`config.mk`:
```
export PLATFORM = sky130hd
export DESIGN_NAME = leddc_scan_sched
export DESIGN_NICKNAME = d
export VERILOG_FILES = /design/src/rtl/leddc_pkg.sv /design/src/rtl/leddc_sram_arb.sv /design/src/rtl/leddc_scan_sched.sv
export SDC_FILE = /design/constraint.sdc
export NUM_CORES = 1
export LEC_CHECK = 0
export ABC_CLOCK_PERIOD_IN_PS = 1600
export CORE_MARGIN = 2
export CORE_UTILIZATION = 36
export DETAILED_ROUTE_END_ITERATION = 12
export PLACE_DENSITY = 0.76
export SYNTH_ARGS = -nofsm -noshare
export SYNTH_HDL_FRONTEND = slang
export SYNTH_SLANG_ARGS = --single-unit
```
`constraint.sdc`:
```
create_clock -name GCK -period 1.6 [get_ports GCK]
set_input_delay 0.32 -clock GCK [delete_from_list [all_inputs] [get_ports GCK]]
set_output_delay 0.32 -clock GCK [all_outputs]
set_load 0.01 [all_outputs]
```
`src/rtl/leddc_pkg.sv`:
```
// Shared types and constants for the LED display scan-line scheduler.
package leddc_pkg;

   typedef enum logic [1:0] {IDLE, FETCH, LOAD, DISPLAY} state_e;

   localparam int CH_PER_LINE    = 16;
   localparam int DEF_SCANLINES  = 32;
   localparam int DEF_PWM_CYCLES = 32;
   localparam int MAX_LINE_W     = 5;
   localparam int MAX_ADDR_W     = MAX_LINE_W + 4;

   // Frame SRAM word address: scan line in the upper bits, channel in the low nibble.
   function automatic logic [MAX_ADDR_W-1:0] compose_addr(input logic [MAX_LINE_W-1:0] line,
                                                          input logic [3:0]            ch);
      return {line, ch};
   endfunction

endpackage

```
`src/rtl/leddc_sram_arb.sv`:
```
// Single-port frame SRAM mux: line fetch has strict priority over the refill writer.
module leddc_sram_arb #(
   parameter int ADDR_W = 9
) (
   input  logic              fetch_issue_i,
   input  logic [ADDR_W-1:0] fetch_addr_i,
   input  logic              wr_req_i,
   input  logic [ADDR_W-1:0] wr_addr_i,
   input  logic [15:0]       wr_data_i,
   output logic              wr_gnt_o,
   output logic              ram_cen_o,
   output logic              ram_wen_o,
   output logic [ADDR_W-1:0] ram_addr_o,
   output logic [15:0]       ram_din_o
);

   assign wr_gnt_o = wr_req_i & ~fetch_issue_i;

   always_comb begin
      // NOTE: every output gets a default first so no path through this block infers a latch.
      ram_cen_o  = 1'b1;
      ram_wen_o  = 1'b1;
      ram_addr_o = '0;
      ram_din_o  = '0;
      if (fetch_issue_i) begin
         ram_cen_o  = 1'b0;
         ram_addr_o = fetch_addr_i;
      end else if (wr_gnt_o) begin
         ram_cen_o  = 1'b0;
         ram_wen_o  = 1'b0;
         ram_addr_o = wr_addr_i;
         ram_din_o  = wr_data_i;
      end
   end

endmodule

```
`src/rtl/leddc_scan_sched.sv`:
```
// Scan-line scheduler: fetches 16 channel words per line, then runs the PWM display window(s).
module leddc_scan_sched
   import leddc_pkg::*;
#(
   parameter int SCANLINES  = DEF_SCANLINES,
   parameter int CHANNELS   = CH_PER_LINE,
   parameter int PWM_CYCLES = DEF_PWM_CYCLES,
   parameter int ADDR_W     = 9
) (
   input  logic                         GCK,
   input  logic                         rst,
   input  logic                         Vsync,
   input  logic                         mode,
   input  logic                         wr_req,
   input  logic [ADDR_W-1:0]            wr_addr,
   input  logic [15:0]                  wr_data,
   output logic                         wr_gnt,
   output logic                         ram_cen,
   output logic                         ram_wen,
   output logic [ADDR_W-1:0]            ram_addr,
   output logic [15:0]                  ram_din,
   output logic                         rd_valid,
   output logic [3:0]                   rd_ch,
   output logic                         pwm_load,
   output logic [4:0]                   pwm_cnt,
   output logic                         blank,
   output logic [$clog2(SCANLINES)-1:0] line_idx,
   output logic                         frame_done
);

   localparam int LINE_W = $clog2(SCANLINES);

   state_e            state_q, state_d;
   logic [3:0]        ch_q, ch_d;
   logic [LINE_W-1:0] line_q, line_d;
   logic [4:0]        cnt_q, cnt_d;
   logic              mode_q, mode_d;
   logic              win2_q, win2_d;
   logic              pwm_load_q, pwm_load_d;
   logic              frame_done_q, frame_done_d;
   logic              blank_q, blank_d;
   logic              rd_valid_q, rd_valid_d;
   logic [3:0]        rd_ch_q, rd_ch_d;

   logic              fetch_issue;
   logic [ADDR_W-1:0] fetch_addr;

   assign fetch_issue = (state_q == FETCH);
   assign fetch_addr  = ADDR_W'(compose_addr(MAX_LINE_W'(line_q), ch_q));

   always_comb begin
      state_d      = state_q;
      ch_d         = ch_q;
      line_d       = line_q;
      cnt_d        = cnt_q;
      mode_d       = mode_q;
      win2_d       = win2_q;
      pwm_load_d   = 1'b0;
      frame_done_d = 1'b0;
      case (state_q)
         IDLE: if (Vsync) begin
            state_d = FETCH;
            ch_d    = '0;
            line_d  = '0;
         end
         FETCH: begin
            ch_d = ch_q + 4'd1;
            if (ch_q == 4'(CHANNELS - 1)) begin
               state_d    = LOAD;
               pwm_load_d = 1'b1;
            end
         end
         LOAD: begin
            state_d = DISPLAY;
            cnt_d   = '0;
            mode_d  = mode;
            win2_d  = 1'b0;
         end
         DISPLAY: begin
            if (cnt_q == 5'(PWM_CYCLES - 1)) begin
               cnt_d = '0;
               if (mode_q && !win2_q) begin
                  win2_d = 1'b1;
               end else begin
                  state_d = FETCH;
                  ch_d    = '0;
                  if (line_q == LINE_W'(SCANLINES - 1)) begin
                     line_d       = '0;
                     frame_done_d = 1'b1;
                  end else begin
                     line_d = line_q + LINE_W'(1);
                  end
               end
            end else begin
               cnt_d = cnt_q + 5'd1;
            end
         end
         default: state_d = IDLE;
      endcase
      // Vsync low aborts the frame; a completed frame still reports frame_done.
      if (!Vsync) begin
         state_d    = IDLE;
         ch_d       = '0;
         line_d     = '0;
         cnt_d      = '0;
         pwm_load_d = 1'b0;
      end
      blank_d    = (state_d != DISPLAY);
      rd_valid_d = fetch_issue;
      rd_ch_d    = ch_q;
   end

   always_ff @(posedge GCK or posedge rst) begin
      if (rst) begin
         state_q      <= IDLE;
         ch_q         <= '0;
         line_q       <= '0;
         cnt_q        <= '0;
         mode_q       <= 1'b0;
         win2_q       <= 1'b0;
         pwm_load_q   <= 1'b0;
         frame_done_q <= 1'b0;
         blank_q      <= 1'b1;
         rd_valid_q   <= 1'b0;
         rd_ch_q      <= '0;
      end else begin
         // NOTE: non-blocking so every register samples the pre-edge values computed above.
         state_q      <= state_d;
         ch_q         <= ch_d;
         line_q       <= line_d;
         cnt_q        <= cnt_d;
         mode_q       <= mode_d;
         win2_q       <= win2_d;
         pwm_load_q   <= pwm_load_d;
         frame_done_q <= frame_done_d;
         blank_q      <= blank_d;
         rd_valid_q   <= rd_valid_d;
         rd_ch_q      <= rd_ch_d;
      end
   end

   leddc_sram_arb #(.ADDR_W(ADDR_W)) u_arb (
      .fetch_issue_i (fetch_issue),
      .fetch_addr_i  (fetch_addr),
      .wr_req_i      (wr_req),
      .wr_addr_i     (wr_addr),
      .wr_data_i     (wr_data),
      .wr_gnt_o      (wr_gnt),
      .ram_cen_o     (ram_cen),
      .ram_wen_o     (ram_wen),
      .ram_addr_o    (ram_addr),
      .ram_din_o     (ram_din)
   );

   assign pwm_load   = pwm_load_q;
   assign pwm_cnt    = cnt_q;
   assign blank      = blank_q;
   assign line_idx   = line_q;
   assign frame_done = frame_done_q;
   assign rd_valid   = rd_valid_q;
   assign rd_ch      = rd_ch_q;

endmodule

```
==> impl_metrics.csv, run 1 <==
group,metric,value,unit
global_route,grt_pass1_wl,7230,um
finish,diodes,0,
timing,tightest_slew,281,ps
status,violations,"negative setup slack",
clock_tree,cts_tree,"built",
detailed_routing,drtPass1Iterations,4,
logic_synthesis,synth_xor_area_frac,0,
setup_path,cp_max_fo,5,
timing,worst_slack,-273,ps
logic_synthesis,yosys.area_share.adder,0.0751,
timing,period_needed,1870,ps
clock_tree,h-tree-depth,1,
setup_path,crit_slowest_cell,"dfrtp_1",
floorplan,start_util,0.375,
timing,rsz0062_at_grt,"true",
power_and_ir_drop,power_density,555,nW/um^2
finish,fin_nets,334,
detailed_routing,wl,5090,um
clock_tree,clk_pin_slew_worst_paths,90,ps
power_and_ir_drop,power_leakage,1.43,nW
placed_design,placed_cell_area,2630,um^2
floorplan,die_x,68.6,um
timing,hold_viol,0,
timing,clock.fmax,534,MHz
global_route,grt_usage,0.205,
global_route,grt_start_max_net_pins,16,
logic_synthesis,ys_ff_latch,26,
logic_synthesis,synth_nets,203,
setup_path,crit_arrival,1550,ps
timing,slew_headroom,0.813,
clock_tree,cts_buffer_depth,2,
logic_synthesis,synth_cell_types,40,
clock_tree,cts_num_sinks,26,
finish,layout.cells.most_common,"buf_4",
logic_synthesis,synthSimpleGateAreaFrac,0.250,
detailed_routing,drt_iter0_markers,64,
timing,setup_violations,39,
detailed_routing,via_per_inst,4.81,
detailed_routing,drc,0,
timing,skew,4.78,ps
clock_tree,cts_root_buffer,"clkbuf_8",
detailed_routing,ant_nets,0,
logic_synthesis,syn_area,1500,um^2
global_route,grt_pass1_vias,1547,
floorplan,die_h,68.6,um
logic_synthesis,synth-edff-count,0,
setup_path,slowest_delay,440,ps
timing,slew_violations,0,
setup_path,r2r-start,"state_q[0]",
finish,layout_common_cells,"buf_4, clkdlybuf4s50_1, buf_2",
detailed_routing,vias,1656,
status,outcome,"finished with violations",
setup_path,worstSetupEndpointType,"primary output",
global_route,antenna_found_initial,0,
hold_path,hp-class,"primary input to async pin",
logic_synthesis,syn_area_per_cell,9.15,um^2
flow_run,maxCapViolations,0,
finish,drive_gt1_frac,0.466,
floorplan,die-area,4700,um^2
setup_path,r2r_slack,-150,ps
timing,fin_crit_sh,1.17,
placed_design,place_congestion,0.806,
logic_synthesis,synth_top_family_by_area,"simple AND/OR/NAND/NOR gates",
finish,final_cells,344,
setup_path,cp_data_required_time,1280,ps
logic_synthesis,async_reset_ff_frac,1.00,
floorplan,row_count,23,
floorplan,num_io_pins,76,
logic_synthesis,synth-seq-area-share,0.435,
global_route,grt_overflow,0,
setup_path,reg2reg_depth,8,
floorplan,core-area,4000,um^2
clock_tree,clkLatencyLatePin,280,ps
placed_design,hpwl,3460,um
timing,hold_slack,342,ps
finish,num-fill-cells,293,
clock_tree,cts_buffers,3,
setup_path,r2r_end,"line_idx[2]",
logic_synthesis,syn_inst,164,
power_and_ir_drop,ir_drop,0.000394,V
placed_design,dp.cells,322,
setup_path,worstSetupPathType,"register to primary output",
logic_synthesis,synth_flop_cell,"dfrtp_1",
finish,stdcell_area,2940,um^2
detailed_routing,wire_per_inst,14.8,um
logic_synthesis,ys_warn_count,0,
finish,area_delta_synth_final,95.8,%
logic_synthesis,synthMuxAreaShare,0.0209,
logic_synthesis,synth_compound_area_frac,0.167,
placed_design,port_buffers,75,
setup_path,cp-start-kind,"register",
setup_path,crit_chain,"ha_4 -> buf_4 -> buf_6 -> a22o_1 -> buf_2",
-- cell type report --
class,instances,area [um^2],area share
Clock buffer,3,41.3,0.0141
Clock inverter,1,30.0,0.0102
Inverter,11,43.8,0.0149
Multi-Input combinational cell,120,985,0.335
Sequential cell,26,658,0.224
Tap cell,50,62.6,0.0213
Timing Repair Buffer,133,1120,0.380
-- sequential cells by signal, indices dropped and copies added (netlist names) --
register	cells
blank	1
ch_q	4
frame_done	1
line_idx	5
mode_q	1
pwm_cnt	5
pwm_load	1
rd_ch	4
rd_valid	1
state_q	2
win2_q	1
-- critical path, delay by kind of cell, from the launching register on --
family,cells,cell delay (ps)
adders and majority gates,1,200
AOI/OAI and AO/OA,1,230
DFF,1,440
buffers and inverters,3,400
-- where the power goes --
part           switching (mW)  internal (mW)
clock                   0.217          0.335
sequential            0.00745          0.668
combinational           0.172          0.230
total                   0.396           1.23
-- cell usage after synthesis, types with 2 or more instances --
library cell / number / share of area
nand2_1: 19 / 0.048
and2_1: 16 / 0.067
nor2_1: 12 / 0.030
nor2b_1: 2 / 0.0083
clkbuf_1: 3 / 0.0075
mux2i_1: 2 / 0.013
nand2b_1: 4 / 0.017
o2bb2ai_1: 2 / 0.012
a21oi_1: 5 / 0.017
nand3_1: 3 / 0.010
nand4_1: 4 / 0.017
inv_1: 11 / 0.028
a22o_1: 3 / 0.018
and3_1: 3 / 0.013
o21ai_0: 13 / 0.043
o31ai_1: 4 / 0.020
ha_1: 9 / 0.075
dfrtp_1: 25 / 0.42
buf_2: 3 / 0.010
-- how the worst max path moves through the flow --
stage | start | end | slack, ps | depth (start not counted)
after floorplan | pwm_cnt[0] | blank | -110 | 6
after global placement | wr_req | ram_din[14] | -580 | 5
after detailed placement | wr_req | ram_addr[7] | -600 | 5
after CTS | state_q[1] | ram_addr[7] | -240 | 7
after global routing | state_q[1] | ram_din[8] | -300 | 7
final | state_q[0] | ram_addr[7] | -270 | 5
-- metrics by stage --
stage | setup WS [ps] | setup TNS [ps] | util | power (mW)
after global placement | -576 | -14240 | 0.657 | 1.03
after floorplan | -107 | -594 | - | 0.816
final | -273 | -6220 | 0.734 | 1.63
after global routing | -304 | -8060 | 0.734 | 1.70
after detailed placement | -595 | -14950 | 0.657 | 1.03
after CTS | -237 | -4200 | 0.679 | 1.58
-- routing by layer --
metal  share of wire  GRT usage
met2            0.53      0.352
met4          0.0057     0.0325
met1            0.43      0.270
met5               0          0
met3           0.033     0.0406
-- kinds of logic (layout without fill, tap and decap cells) --
family          Yosys count  in the layout
flops                    26             26
fa+ha+maj                 9              9
simple gates             71             71
compound gates           37             37
buf+inv                  18            148
mux                       3              3
-- repair_timing --
item,in CTS,in global routing
cloned,4,1
pin swaps,16,20
hold endpoints to repair,0,0
endpoints found under the setup margin,46,46
hold buffers,0,0
setup buffers,6,9
gates resized for setup,152,45
Note: power is estimated with default switching activity, not from simulation.
==> run 2: changes to the inputs <==
==> constraint.sdc (replaced) <==
create_clock -name GCK -period 1.6 [get_ports GCK]
set_input_delay 0.16 -clock GCK [delete_from_list [all_inputs] [get_ports GCK]]
set_output_delay 0.16 -clock GCK [all_outputs]
set_load 0.01 [all_outputs]
==> impl_metrics.csv, run 2 (synthesis gave the netlist of run 1 again) <==
group,metric,value,unit
finish,drive_gt1_frac,0.432,
finish,area_delta_synth_final,91.3,%
setup_path,r2r_end,"blank",
power_and_ir_drop,power_leakage,1.31,nW
setup_path,startpoint,"pwm_cnt[1]",
floorplan,start_util,0.375,
clock_tree,cts_buffer_depth,2,
timing,hold_viol,0,
clock_tree,cts_tree,"built",
power_and_ir_drop,power_density,523,nW/um^2
global_route,grt_start_max_net_pins,27,
placed_design,placed_cell_area,2610,um^2
floorplan,die_x,68.6,um
setup_path,reg2reg_depth,6,
detailed_routing,drc,0,
detailed_routing,via_per_inst,4.91,
finish,layout_common_cells,"clkdlybuf4s50_1, buf_4, buf_6",
detailed_routing,wl,4670,um
placed_design,port_buffers,75,
detailed_routing,vias,1620,
timing,slew_violations,0,
timing,skew,2.86,ps
clock_tree,cts_num_sinks,26,
global_route,grt_pass1_vias,1455,
status,outcome,"finished with violations",
detailed_routing,drt_iter0_markers,55,
finish,diodes,0,
timing,slew_headroom,0.776,
floorplan,row_count,23,
timing,rsz0062_at_grt,"true",
global_route,grt_pass1_wl,6750,um
timing,period_needed,1760,ps
finish,stdcell_area,2870,um^2
setup_path,cp_data_required_time,1790,ps
clock_tree,clkLatencyLatePin,270,ps
finish,regArea,656,um^2
status,violations,"negative setup slack",
setup_path,r2r-start,"pwm_cnt[1]",
finish,fin_nets,320,
hold_path,hp-class,"primary input to async pin",
timing,setup_violations,26,
global_route,grt_overflow,0,
finish,num-fill-cells,283,
floorplan,die-area,4700,um^2
timing,final.setup.tns,-1430,ps
setup_path,crit_arrival,1950,ps
finish,multi_input_area,943,um^2
floorplan,core-area,4000,um^2
clock_tree,h-tree-depth,1,
clock_tree,hold_buffers,0,
timing,fin_crit_sh,1.10,
timing,clock.fmax,567,MHz
detailed_routing,wire_per_inst,14.1,um
timing,worst_slack,-164,ps
clock_tree,clk_pin_slew_worst_paths,90,ps
clock_tree,cts_root_buffer,"clkbuf_8",
setup_path,cp_max_fo,6,
global_route,grt_usage,0.188,
setup_path,worstSetupEndpointType,"register",
floorplan,num_io_pins,76,
setup_path,r2r_slack,-160,ps
timing,tightest_slew,336,ps
global_route,antenna_found_initial,0,
clock_tree,cts_buffers,3,
setup_path,cp-endpoint,"blank",
setup_path,worstSetupPathType,"register to register",
placed_design,place_congestion,0.792,
finish,layout.cells.most_common,"clkdlybuf4s50_1",
finish,fin_util,0.718,
detailed_routing,ant_nets,0,
power_and_ir_drop,ir_drop,0.000574,V
detailed_routing,drtPass1Iterations,4,
floorplan,die_h,68.6,um
placed_design,hpwl,3350,um
flow_run,maxCapViolations,0,
setup_path,cp-start-kind,"register",
## run 2: worst min path at each step
stage	to	slack, ps	cells after the start
after floorplan	ch_q[0]	200	1
after detailed placement	rd_ch[0]	500	1
after global routing	line_idx[4]	300	3
after CTS	line_idx[4]	250	3
after global placement	rd_ch[1]	480	1
final	line_idx[4]	240	3
## run 2: layout make-up
| type | instances | share of cell area |
|---|---|---|
| clock buffer | 4 | 0.0192 |
| inverter | 11 | 0.0144 |
| multi-input combinational | 120 | 0.329 |
| sequential | 26 | 0.228 |
| tap | 50 | 0.0218 |
| timing repair buffer | 119 | 0.388 |
## run 2: metal layers
layer  vias up  wire [um]  track usage
li1        802          -            -
met1       775       1930        0.251
met2        38       2490        0.313
met3         5        187       0.0406
met4         0         49       0.0375
met5         -          0            0
## run 2: stage by stage
stage	hold slack, ps	total power [mW]	cells	setup slack (ps)
4_1_cts	248	1.46	329	-141
6_report	238	1.50	330	-164
5_1_grt	297	1.58	330	-199
2_1_floorplan	199	0.814	164	-107
3_5_place_dp	497	1.03	319	-303
3_3_place_gp	480	1.03	319	-249
## run 2: worst max-delay path: stages, from the launching register on
cell,delay [ps]
dfrtp_2,430
ha_4,160
and3_4,180
ha_4,180
nand2_4,70
a311oi_2,100
or4b_1,560
## run 2: repair_timing
item	in CTS	in global routing
pin swaps	9	26
endpoints found under the setup margin	38	37
resized for setup	134	48
buffers inserted	5	2
cloned	1	0
## run 2: report_power, final
part / switching (mW) / internal, mW
Sequential: 0.00660 / 0.668
Clock: 0.204 / 0.220
Combinational: 0.164 / 0.239
==> run 3: changes to the inputs <==
--- a/config.mk
+++ b/config.mk
@@ -5,6 +5,7 @@
 export SDC_FILE = /design/constraint.sdc
 export NUM_CORES = 1
 export LEC_CHECK = 0
+export ABC_AREA = 1
 export ABC_CLOCK_PERIOD_IN_PS = 1600
 export CORE_MARGIN = 2
 export CORE_UTILIZATION = 36
==> impl_metrics.csv, run 3 <==
group,metric,value,unit
status,outcome,"finished with violations",
status,violations,"negative setup slack",
detailed_routing,vias,1615,
global_route,grt_start_max_net_pins,27,
detailed_routing,drt_iter0_markers,113,
power_and_ir_drop,ir_drop,0.000483,V
logic_synthesis,syn_inst,204,
flow_run,maxCapViolations,0,
detailed_routing,wire_per_inst,12.7,um
placed_design,port_buffers,75,
finish,fin_nets,342,
logic_synthesis,synth_nets,243,
detailed_routing,ant_nets,0,
detailed_routing,drc,0,
power_and_ir_drop,power_density,570,nW/um^2
clock_tree,cts_tree,"built",
finish,fin_util,0.617,
logic_synthesis,syn_area_per_cell,7.60,um^2
clock_tree,clk_pin_slew_worst_paths,90,ps
detailed_routing,drtPass1Iterations,4,
global_route,grt_pass1_vias,1541,
clock_tree,hold_buffers,0,
placed_design,dp.cells,342,
logic_synthesis,synth_area_leader_cell,"dfrtp_1",
timing,slew_violations,0,
logic_synthesis,synth_top_area_share,0.404,
logic_synthesis,synth_cell_types,28,
timing,setup_violations,1,
timing,final.setup.tns,-1.82,ps
timing,fin_crit_sh,1.00,
detailed_routing,via_per_inst,4.59,
clock_tree,cts_buffers,3,
setup_path,cp_data_required_time,1440,ps
setup_path,worstSetupPathType,"register to primary output",
finish,layout.cells.most_common,"clkdlybuf4s50_1",
logic_synthesis,synthMostInstantiatedCell,"nand2_1",
logic_synthesis,ys_warn_count,0,
setup_path,slowest_delay,420,ps
global_route,grt_usage,0.186,
setup_path,cp-start-kind,"register",
global_route,grt_overflow,0,
timing,hold_viol,0,
global_route,grt_pass1_wl,7270,um
global_route,antenna_found_initial,0,
finish,diodes,0,
timing,tightest_slew,332,ps
logic_synthesis,syn_area,1550,um^2
logic_synthesis,synth-edff-count,0,
timing,hold_slack,248,ps
timing,worst_slack,-1.82,ps
setup_path,crit_slowest_cell,"dfrtp_1",
floorplan,die_x,69.6,um
logic_synthesis,synth-seq-area-share,0.421,
finish,layout_common_cells,"clkdlybuf4s50_1, nand2_1, inv_1",
finish,drive_gt1_frac,0.265,
setup_path,cp_max_fo,17,
detailed_routing,wl,4470,um
logic_synthesis,ys_ff_latch,26,
power_and_ir_drop,power_leakage,1.32,nW
clock_tree,cts_root_buffer,"clkbuf_8",
placed_design,hpwl,3430,um
setup_path,crit_arrival,1440,ps
setup_path,path_delay_family,"flip-flops",
setup_path,critPathBufInv,3,
clock_tree,cts_num_sinks,26,
setup_path,worstSetupEndpointType,"primary output",
hold_path,hp-class,"primary input to async pin",
floorplan,num_io_pins,76,
clock_tree,h-tree-depth,1,
clock_tree,clkLatencyLatePin,270,ps
logic_synthesis,synthTopCellsByArea,"dfrtp_1, nand2_1, inv_1",
placed_design,place_congestion,0.802,
timing,slew_headroom,0.779,
logic_synthesis,synth_flop_cell,"dfrtp_1",
finish,final_cells,352,
timing,skew,1.76,ps
placed_design,dp_slack,-162,ps
timing,clock.fmax,624,MHz
logic_synthesis,async_reset_ff_frac,1.00,
floorplan,start_util,0.379,
setup_path,crit_chain,"ha_4 -> inv_4 -> nand2_8 -> buf_12 -> nor2_1 -> buf_2",
floorplan,die_h,69.6,um
timing,rsz0062_at_grt,"true",
floorplan,die-area,4850,um^2
floorplan,row_count,23,
timing,period_needed,1600,ps
clock_tree,cts_buffer_depth,2,
logic_synthesis,synth_common_cells,"nand2_1, inv_1, nor2_1, dfrtp_1, o21ai_0",
finish,area_delta_synth_final,62.7,%
floorplan,core-area,4090,um^2
[run 3: worst paths after layout]
path	depth (start not counted)	end	slack [ps]	from
min in group GCK	0	rd_ch[3]	440	ch_q[3]
worst max register to register	10	ch_q[3]	100	pwm_cnt[0]
worst min-delay path	3	pwm_load	250	rst
max in group asynchronous	3	blank	1060	rst
worst min register to register	0	rd_ch[3]	440	ch_q[3]
worst max-delay path	6	ram_din[4]	-2	state_q[0]
[run 3: tightest hold or removal path: cells and delay by family]
kind	cells	cell delay, ps
buf+inv	3	770
[run 3: cells by family (layout without fill, tap and decap cells)]
logic type,after synthesis,in the layout,share of synthesized area
AOI/OAI and AO/OA,28,28,0.111
xor gates and xnor gates,2,2,0.0113
adders and majority gates,9,9,0.0726
buffers and inverters,48,146,0.126
DFF,26,26,0.421
and+or+nand+nor,91,91,0.258
[run 3: metrics by stage]
stage / area [um^2] / power, mW
after floorplan: 1550 / 0.820
after global placement: 2460 / 1.02
after detailed placement: 2460 / 1.03
after CTS: 2440 / 1.43
after global routing: 2520 / 1.51
final: 2520 / 1.44
[run 3: cell type report]
cell class | instances | area [um^2]
repair buffers | 96 | 790
inverters | 45 | 179
multi-input cells | 130 | 777
flip-flops and latches | 26 | 653
clock buffers | 4 | 55.1
well taps | 50 | 62.6
fillers | 368 | 1560
repair inverters | 1 | 6.26
[run 3: where the power goes]
part           switching (mW)  total [mW]  internal (mW)
sequential            0.00851       0.677          0.669
clock                   0.205       0.426          0.220
combinational           0.166       0.335          0.168
[run 3: repair_timing]
item | 4_1_cts | 5_1_grt
gates cloned | 0 | 1
gates resized for setup | 111 | 30
endpoints found under the setup margin | 28 | 37
buffers inserted | 1 | 4
pin swaps | 0 | 5
endpoints found under the hold margin | 0 | 0
[run 3: layer usage]
layer | wire (um) | share of wire | up-vias | global-route usage
li1 | - | - | 822 | -
met1 | 1830 | 0.41 | 755 | 0.216
met2 | 2370 | 0.53 | 33 | 0.343
met3 | 226 | 0.051 | 5 | 0.0436
met4 | 47 | 0.011 | 0 | 0.0449
met5 | 0 | 0 | - | 0
